**src/rtl/alu_pkg.sv**
```systemverilog
// rtl/alu_pkg.sv - shared widths and FSM state encoding for the ALU issue controller
package alu_pkg;

   localparam int DATA_W = 8;
   localparam int OP_W   = 4;
   localparam int CNT_W  = 4;

   typedef enum logic [1:0] {
      ST_IDLE   = 2'd0,
      ST_SETTLE = 2'd1,
      ST_HOLD   = 2'd2
   } state_e;

endpackage

```
**src/rtl/alu_issue_ctrl_if.sv**
```systemverilog
// rtl/alu_issue_ctrl_if.sv - request, ALU-side and result signals of the ALU issue controller
interface alu_issue_ctrl_if;
   import alu_pkg::*;

   logic              in_valid;
   logic              in_ready;
   logic [DATA_W-1:0] in_a;
   logic [DATA_W-1:0] in_b;
   logic [OP_W-1:0]   in_op;
   logic              in_cin;
   logic              in_bin;
   logic              in_use_acc;

   logic [DATA_W-1:0] alu_a;
   logic [DATA_W-1:0] alu_b;
   logic [OP_W-1:0]   alu_select;
   logic              alu_cin;
   logic              alu_bin;
   logic [DATA_W-1:0] alu_out;

   logic              res_valid;
   logic              res_ready;
   logic [DATA_W-1:0] res_data;
   logic [OP_W-1:0]   res_op;

   // slave is the controller; master is the requester/ALU/consumer side around it
   modport slave (
      input  in_valid, in_a, in_b, in_op, in_cin, in_bin, in_use_acc, alu_out, res_ready,
      output in_ready, alu_a, alu_b, alu_select, alu_cin, alu_bin, res_valid, res_data, res_op
   );

   modport master (
      output in_valid, in_a, in_b, in_op, in_cin, in_bin, in_use_acc, alu_out, res_ready,
      input  in_ready, alu_a, alu_b, alu_select, alu_cin, alu_bin, res_valid, res_data, res_op
   );

endinterface

```
**src/rtl/alu_issue_ctrl.sv**
```systemverilog
// rtl/alu_issue_ctrl.sv - registers operands into an external ALU8, waits SETTLE_CYCLES, captures the result
module alu_issue_ctrl
   import alu_pkg::*;
#(
   parameter int SETTLE_CYCLES = 1
) (
   input  logic            clk,
   input  logic            rst_n,
   alu_issue_ctrl_if.slave bus
);

   localparam logic [CNT_W-1:0] CNT_LOAD = CNT_W'(SETTLE_CYCLES - 1);

   state_e            state_q;
   logic [CNT_W-1:0]  cnt_q;
   logic [DATA_W-1:0] acc_q;
   logic [DATA_W-1:0] alu_a_q;
   logic [DATA_W-1:0] alu_b_q;
   logic [OP_W-1:0]   alu_select_q;
   logic              alu_cin_q;
   logic              alu_bin_q;
   logic [DATA_W-1:0] res_data_q;
   logic [OP_W-1:0]   res_op_q;

   always_ff @(posedge clk) begin
      if (!rst_n) begin
         state_q      <= ST_IDLE;
         cnt_q        <= '0;
         acc_q        <= '0;
         alu_a_q      <= '0;
         alu_b_q      <= '0;
         alu_select_q <= '0;
         alu_cin_q    <= 1'b0;
         alu_bin_q    <= 1'b0;
         res_data_q   <= '0;
         res_op_q     <= '0;
      end else begin
         case (state_q)
            ST_IDLE: begin
               if (bus.in_valid) begin
                  alu_a_q      <= bus.in_use_acc ? acc_q : bus.in_a;
                  alu_b_q      <= bus.in_b;
                  alu_select_q <= bus.in_op;
                  alu_cin_q    <= bus.in_cin;
                  alu_bin_q    <= bus.in_bin;
                  cnt_q        <= CNT_LOAD;
                  state_q      <= ST_SETTLE;
               end
            end
            ST_SETTLE: begin
               // counter reaching zero marks the final settle cycle
               if (cnt_q == '0) begin
                  res_data_q <= bus.alu_out;
                  res_op_q   <= alu_select_q;
                  acc_q      <= bus.alu_out;
                  state_q    <= ST_HOLD;
               end else begin
                  cnt_q <= cnt_q - 1'b1;
               end
            end
            ST_HOLD: begin
               if (bus.res_ready) begin
                  state_q <= ST_IDLE;
               end
            end
            default: state_q <= ST_IDLE;
         endcase
      end
   end

   assign bus.in_ready   = (state_q == ST_IDLE);
   assign bus.res_valid  = (state_q == ST_HOLD);
   assign bus.alu_a      = alu_a_q;
   assign bus.alu_b      = alu_b_q;
   assign bus.alu_select = alu_select_q;
   assign bus.alu_cin    = alu_cin_q;
   assign bus.alu_bin    = alu_bin_q;
   assign bus.res_data   = res_data_q;
   assign bus.res_op     = res_op_q;

endmodule

```
**src/flat_wrapper.sv**
```systemverilog
// flat-port wrapper written by rule: the top's interface ports become plain ports
module alu_issue_ctrl_flat import alu_pkg::*;
#(
   parameter int SETTLE_CYCLES = 1
)
  (clk, rst_n, bus_in_valid, bus_in_a, bus_in_b, bus_in_op, bus_in_cin, bus_in_bin, bus_in_use_acc, bus_alu_out, bus_res_ready, bus_in_ready, bus_alu_a, bus_alu_b, bus_alu_select, bus_alu_cin, bus_alu_bin, bus_res_valid, bus_res_data, bus_res_op);
  alu_issue_ctrl_if bus_i ();
  input  logic clk;
  input  logic rst_n;
  input wire logic [$bits(bus_i.in_valid)-1:0] bus_in_valid;
  input wire logic [$bits(bus_i.in_a)-1:0] bus_in_a;
  input wire logic [$bits(bus_i.in_b)-1:0] bus_in_b;
  input wire logic [$bits(bus_i.in_op)-1:0] bus_in_op;
  input wire logic [$bits(bus_i.in_cin)-1:0] bus_in_cin;
  input wire logic [$bits(bus_i.in_bin)-1:0] bus_in_bin;
  input wire logic [$bits(bus_i.in_use_acc)-1:0] bus_in_use_acc;
  input wire logic [$bits(bus_i.alu_out)-1:0] bus_alu_out;
  input wire logic [$bits(bus_i.res_ready)-1:0] bus_res_ready;
  output wire logic [$bits(bus_i.in_ready)-1:0] bus_in_ready;
  output wire logic [$bits(bus_i.alu_a)-1:0] bus_alu_a;
  output wire logic [$bits(bus_i.alu_b)-1:0] bus_alu_b;
  output wire logic [$bits(bus_i.alu_select)-1:0] bus_alu_select;
  output wire logic [$bits(bus_i.alu_cin)-1:0] bus_alu_cin;
  output wire logic [$bits(bus_i.alu_bin)-1:0] bus_alu_bin;
  output wire logic [$bits(bus_i.res_valid)-1:0] bus_res_valid;
  output wire logic [$bits(bus_i.res_data)-1:0] bus_res_data;
  output wire logic [$bits(bus_i.res_op)-1:0] bus_res_op;
  assign bus_i.in_valid = bus_in_valid;
  assign bus_i.in_a = bus_in_a;
  assign bus_i.in_b = bus_in_b;
  assign bus_i.in_op = bus_in_op;
  assign bus_i.in_cin = bus_in_cin;
  assign bus_i.in_bin = bus_in_bin;
  assign bus_i.in_use_acc = bus_in_use_acc;
  assign bus_i.alu_out = bus_alu_out;
  assign bus_i.res_ready = bus_res_ready;
  assign bus_in_ready = bus_i.in_ready;
  assign bus_alu_a = bus_i.alu_a;
  assign bus_alu_b = bus_i.alu_b;
  assign bus_alu_select = bus_i.alu_select;
  assign bus_alu_cin = bus_i.alu_cin;
  assign bus_alu_bin = bus_i.alu_bin;
  assign bus_res_valid = bus_i.res_valid;
  assign bus_res_data = bus_i.res_data;
  assign bus_res_op = bus_i.res_op;
  alu_issue_ctrl #(.SETTLE_CYCLES(SETTLE_CYCLES)) u_core (.clk(clk), .rst_n(rst_n), .bus(bus_i));
endmodule
```
**config.mk**
```make
export PLATFORM = sky130hd
export DESIGN_NAME = alu_issue_ctrl_flat
export DESIGN_NICKNAME = d
export VERILOG_FILES = /design/src/rtl/alu_pkg.sv /design/src/rtl/alu_issue_ctrl_if.sv /design/src/rtl/alu_issue_ctrl.sv /design/src/flat_wrapper.sv
export SDC_FILE = /design/constraint.sdc
export NUM_CORES = 1
export LEC_CHECK = 0
export ABC_AREA = 0
export BUFFER_PORTS_ARGS = -buffer_cell sky130_fd_sc_hd__buf_4
export CAP_MARGIN = 20
export CORE_ASPECT_RATIO = 2
export CORE_MARGIN = 4
export CORE_UTILIZATION = 50
export CTS_CLUSTER_SIZE = 20
export DETAILED_ROUTE_END_ITERATION = 16
export GPL_TIMING_DRIVEN = 1
export MAX_ROUTING_LAYER = met4
export PLACE_DENSITY_LB_ADDON = 0.3
export REMOVE_ABC_BUFFERS = 1
export SKIP_LAST_GASP = 1
export SLEW_MARGIN = 25
export SYNTH_ARGS = -nofsm -noshare
export SYNTH_HDL_FRONTEND = slang
export SYNTH_SLANG_ARGS = --single-unit
```
**constraint.sdc**
```tcl
create_clock -name clk -period 4.29 [get_ports clk]
set_clock_uncertainty 0.2 [all_clocks]
set_input_delay 0.429 -clock clk [delete_from_list [all_inputs] [get_ports clk]]
set_output_delay 0.429 -clock clk [all_outputs]
set_load 0.1 [all_outputs]
```
==> metrics.cfg <==
[run_status]
status=completed

[clock_tree]
cts_tree=built
cts_setup_buffers=0
insertion_delay_ps=300
clock-root-buffer=clkbuf_8
cts_made_buffers=5
cts_max_level=2
cts.sinks=40
cts_resized=0
clk_path_buf_depth=2
clkTransAtPathRegs_ps=70
cts_hold_buf=0

[global_routing]
grt_overflow=0
antenna_found_initial=0
grt_pass1_wl_um=6893
grt_start_max_net_pins=40
grt_use_total=0.2048
grt_pass1_vias=1624

[pwr]
p_leak_uw=0.001110
power_density_nw_per_um2=605.2
peakVddDrop_mv=0.4642

[yosys]
synth_area_um2=1695
synthSimpleGateAreaFrac=0.1897
synth.area.mux_share=0.04723
synth_xor_area_frac=0
synth_cells=188
synth_compound_area_frac=0.2376
synth_top_area_cell=dfxtp_1
synthAdderAreaFrac=0.007380
yosys.area.top_type_share=0.4723
yosysSeqAreaShare=0.4723
synth_top_family_by_area=compound AO/OA/AOI/OAI gates
ys_ff_latch=40
yosysWarnings=0
synth.area.top_cells=dfxtp_1 (47%), a21boi_1 (8.4%), nand2_1 (8.2%)
postSynthAreaPerCell_um2=9.018
synth_cell_type_count=31

[critical_path]
rr_startpoint=u_core.cnt_q[0]
worstSetupEndpointType=output port
crit_arrival_ps=1250
crit_fanout=7
path_class=reg2out
required_ps=3660
r2r_setup_slack_ps=2430
rr_worst_depth=5
start_kind=register
r2r-end=u_core.cnt_q[1]

[sta]
fin_setup_tns_ps=0
fmax_mhz=533.2
worst_pin_slew_ps=803.4
hold_violations=0
drv_slew=0
max_slew_margin=0.4621
fin_crit_ps=1875
rsz0062_at_grt=no
holdWs_ps=179.5
finalSetupViolations=0
fin_crit_sh=0.4372

[min_path]
min_from=bus_in_b[4]
hold_path.class=in2reg
min_to=u_core.bus.alu_b[4]
hold-path-cell-count=3

[final_layout]
area_growth_pct=36.90
fin_cells=284
fin_area_um2=2321
antenna_cells=0
final_layout_size_suffix_gt1_frac=0.3320
nets=288

[detailed_routing]
postRouteAntennaNets=0
wirelength_um=4099
via_per_inst=5.542
drcViolationCount=0
wire_per_inst_um=14.43
first_iter_violations=39
via_count=1574
first_pass_iters=4

[floorplanning]
core_um2=3229
std_cell_rows=29
die_w_um=49.18
die-area_um2=4443
die_y_um=90.35
pin_count=71
initial_core_util=0.5250

[place]
routabilityCongestion=0.8092
port-buffer-count=70
dp.cells=276
placed_cell_area_um2=2210
dp_hpwl_um=2961

[job]
maxCapViolations=0

## per-stage QoR
step                      power (µW)  setup slack (ps)  utilization
after floorplan                959.1              1555            -
after global placement          1110              2433       0.6842
after detailed placement        1118              2408       0.6842
after CTS                       1421              2367       0.7187
after global routing            1480              2139       0.7187
final                           1405              2415       0.7187
## how the worst max path moves through the flow
stage                                 to               from  slack (ps)
detailed placement       u_core.cnt_q[1]    u_core.cnt_q[0]        2410
CTS                      u_core.cnt_q[1]    u_core.cnt_q[0]        2370
finish                     bus_res_valid  u_core.state_q[1]        2410
floorplan                u_core.cnt_q[1]       bus_in_valid        1550
global route        u_core.bus.res_op[3]    u_core.cnt_q[0]        2140
global placement         u_core.cnt_q[1]    u_core.cnt_q[0]        2430
## state kept, by name, summed over array words and instances (netlist names)
signal                 flops
u_core.bus.alu_a           8
u_core.bus.alu_b           8
u_core.state_q             2
u_core.bus.alu_bin         1
u_core.acc_q               8
u_core.bus.alu_select      4
u_core.cnt_q               4
u_core.bus.alu_cin         1
u_core.bus.res_op          4
## worst max-delay path: stages (launching register included)
cell and delay (ps):
dfxtp_1 420, nor2b_1 220, buf_4 320
## cells in the final DEF, fill, tap and decap left out
cell type / instances
a21boi_1: 19
bufinv_16: 1
nand3_1: 13
inv_1: 4
o21ai_1: 1
nand2_1: 37
o21bai_1: 1
mux2i_1: 8
and2b_1: 1
nor4bb_2: 1
nor3b_2: 2
o211a_1: 8
nor3_1: 1
or3_1: 1
buf_4: 71
a22oi_1: 1
ha_1: 1
o21a_1: 1
a21boi_0: 8
or4_1: 2
a21oi_1: 2
nor2b_1: 2
a211oi_1: 1
clkinvlp_4: 1
or3b_2: 2
nor3b_1: 1
clkbuf_8: 5
o31ai_1: 2
clkinv_2: 1
nand2b_1: 1
nor2_1: 1
o21ai_0: 12
dfxtp_1: 40
## layout make-up
| class | count | area, µm² |
|---|---|---|
| sequential | 40 | 800.8 |
| tap | 31 | 38.79 |
| clock buffer | 5 | 68.82 |
| multi-input combinational | 130 | 822.0 |
| inverter | 4 | 15.01 |
| clock inverter | 3 | 42.54 |
| fill | 250 | 908.4 |
| timing repair buffer | 71 | 533.0 |
## Yosys cell counts, drive strengths merged
| master | number |
|---|---|
| and2b | 1 |
| or3b | 2 |
| nor3b | 3 |
| a211oi | 1 |
| a22oi | 1 |
| buf | 7 |
| ha | 1 |
| o21bai | 1 |
| inv | 4 |
| o211a | 8 |
| o21ai | 13 |
| nand2b | 1 |
| dfxtp | 40 |
| nor2 | 1 |
| or4 | 2 |
| nand3 | 13 |
| clkbuf | 7 |
| a21oi | 2 |
| a21boi | 27 |
| nor4bb | 1 |
| or3 | 1 |
| nor3 | 1 |
| mux2i | 8 |
| nand2 | 37 |
| nor2b | 2 |
| o31ai | 2 |
| o21a | 1 |
## cell families (layout without fill, tap and decap cells)
family / count (synthesis) / count (layout)
mux: 8 / 8
simple gates: 65 / 65
fa+ha+maj: 1 / 1
flops: 40 / 40
buf+inv: 18 / 83
compound gates: 56 / 56
## report_power, final
part           internal (µW)  switching [µW]
clock                    172             129
sequential               424            40.9
combinational            155             484
## layer usage
| layer | GRT usage | up-vias | wire length (µm) | part of all wire |
|---|---|---|---|---|
| met5 | - | - | 0 | 0 |
| met4 | 0.1211 | 0 | 110 | 0.027 |
| met3 | 0.04959 | 10 | 240 | 0.059 |
| met2 | 0.3711 | 44 | 2233 | 0.54 |
| met1 | 0.1848 | 742 | 1514 | 0.37 |
| li1 | - | 778 | - | - |
Power figures use the tool's default switching activity.
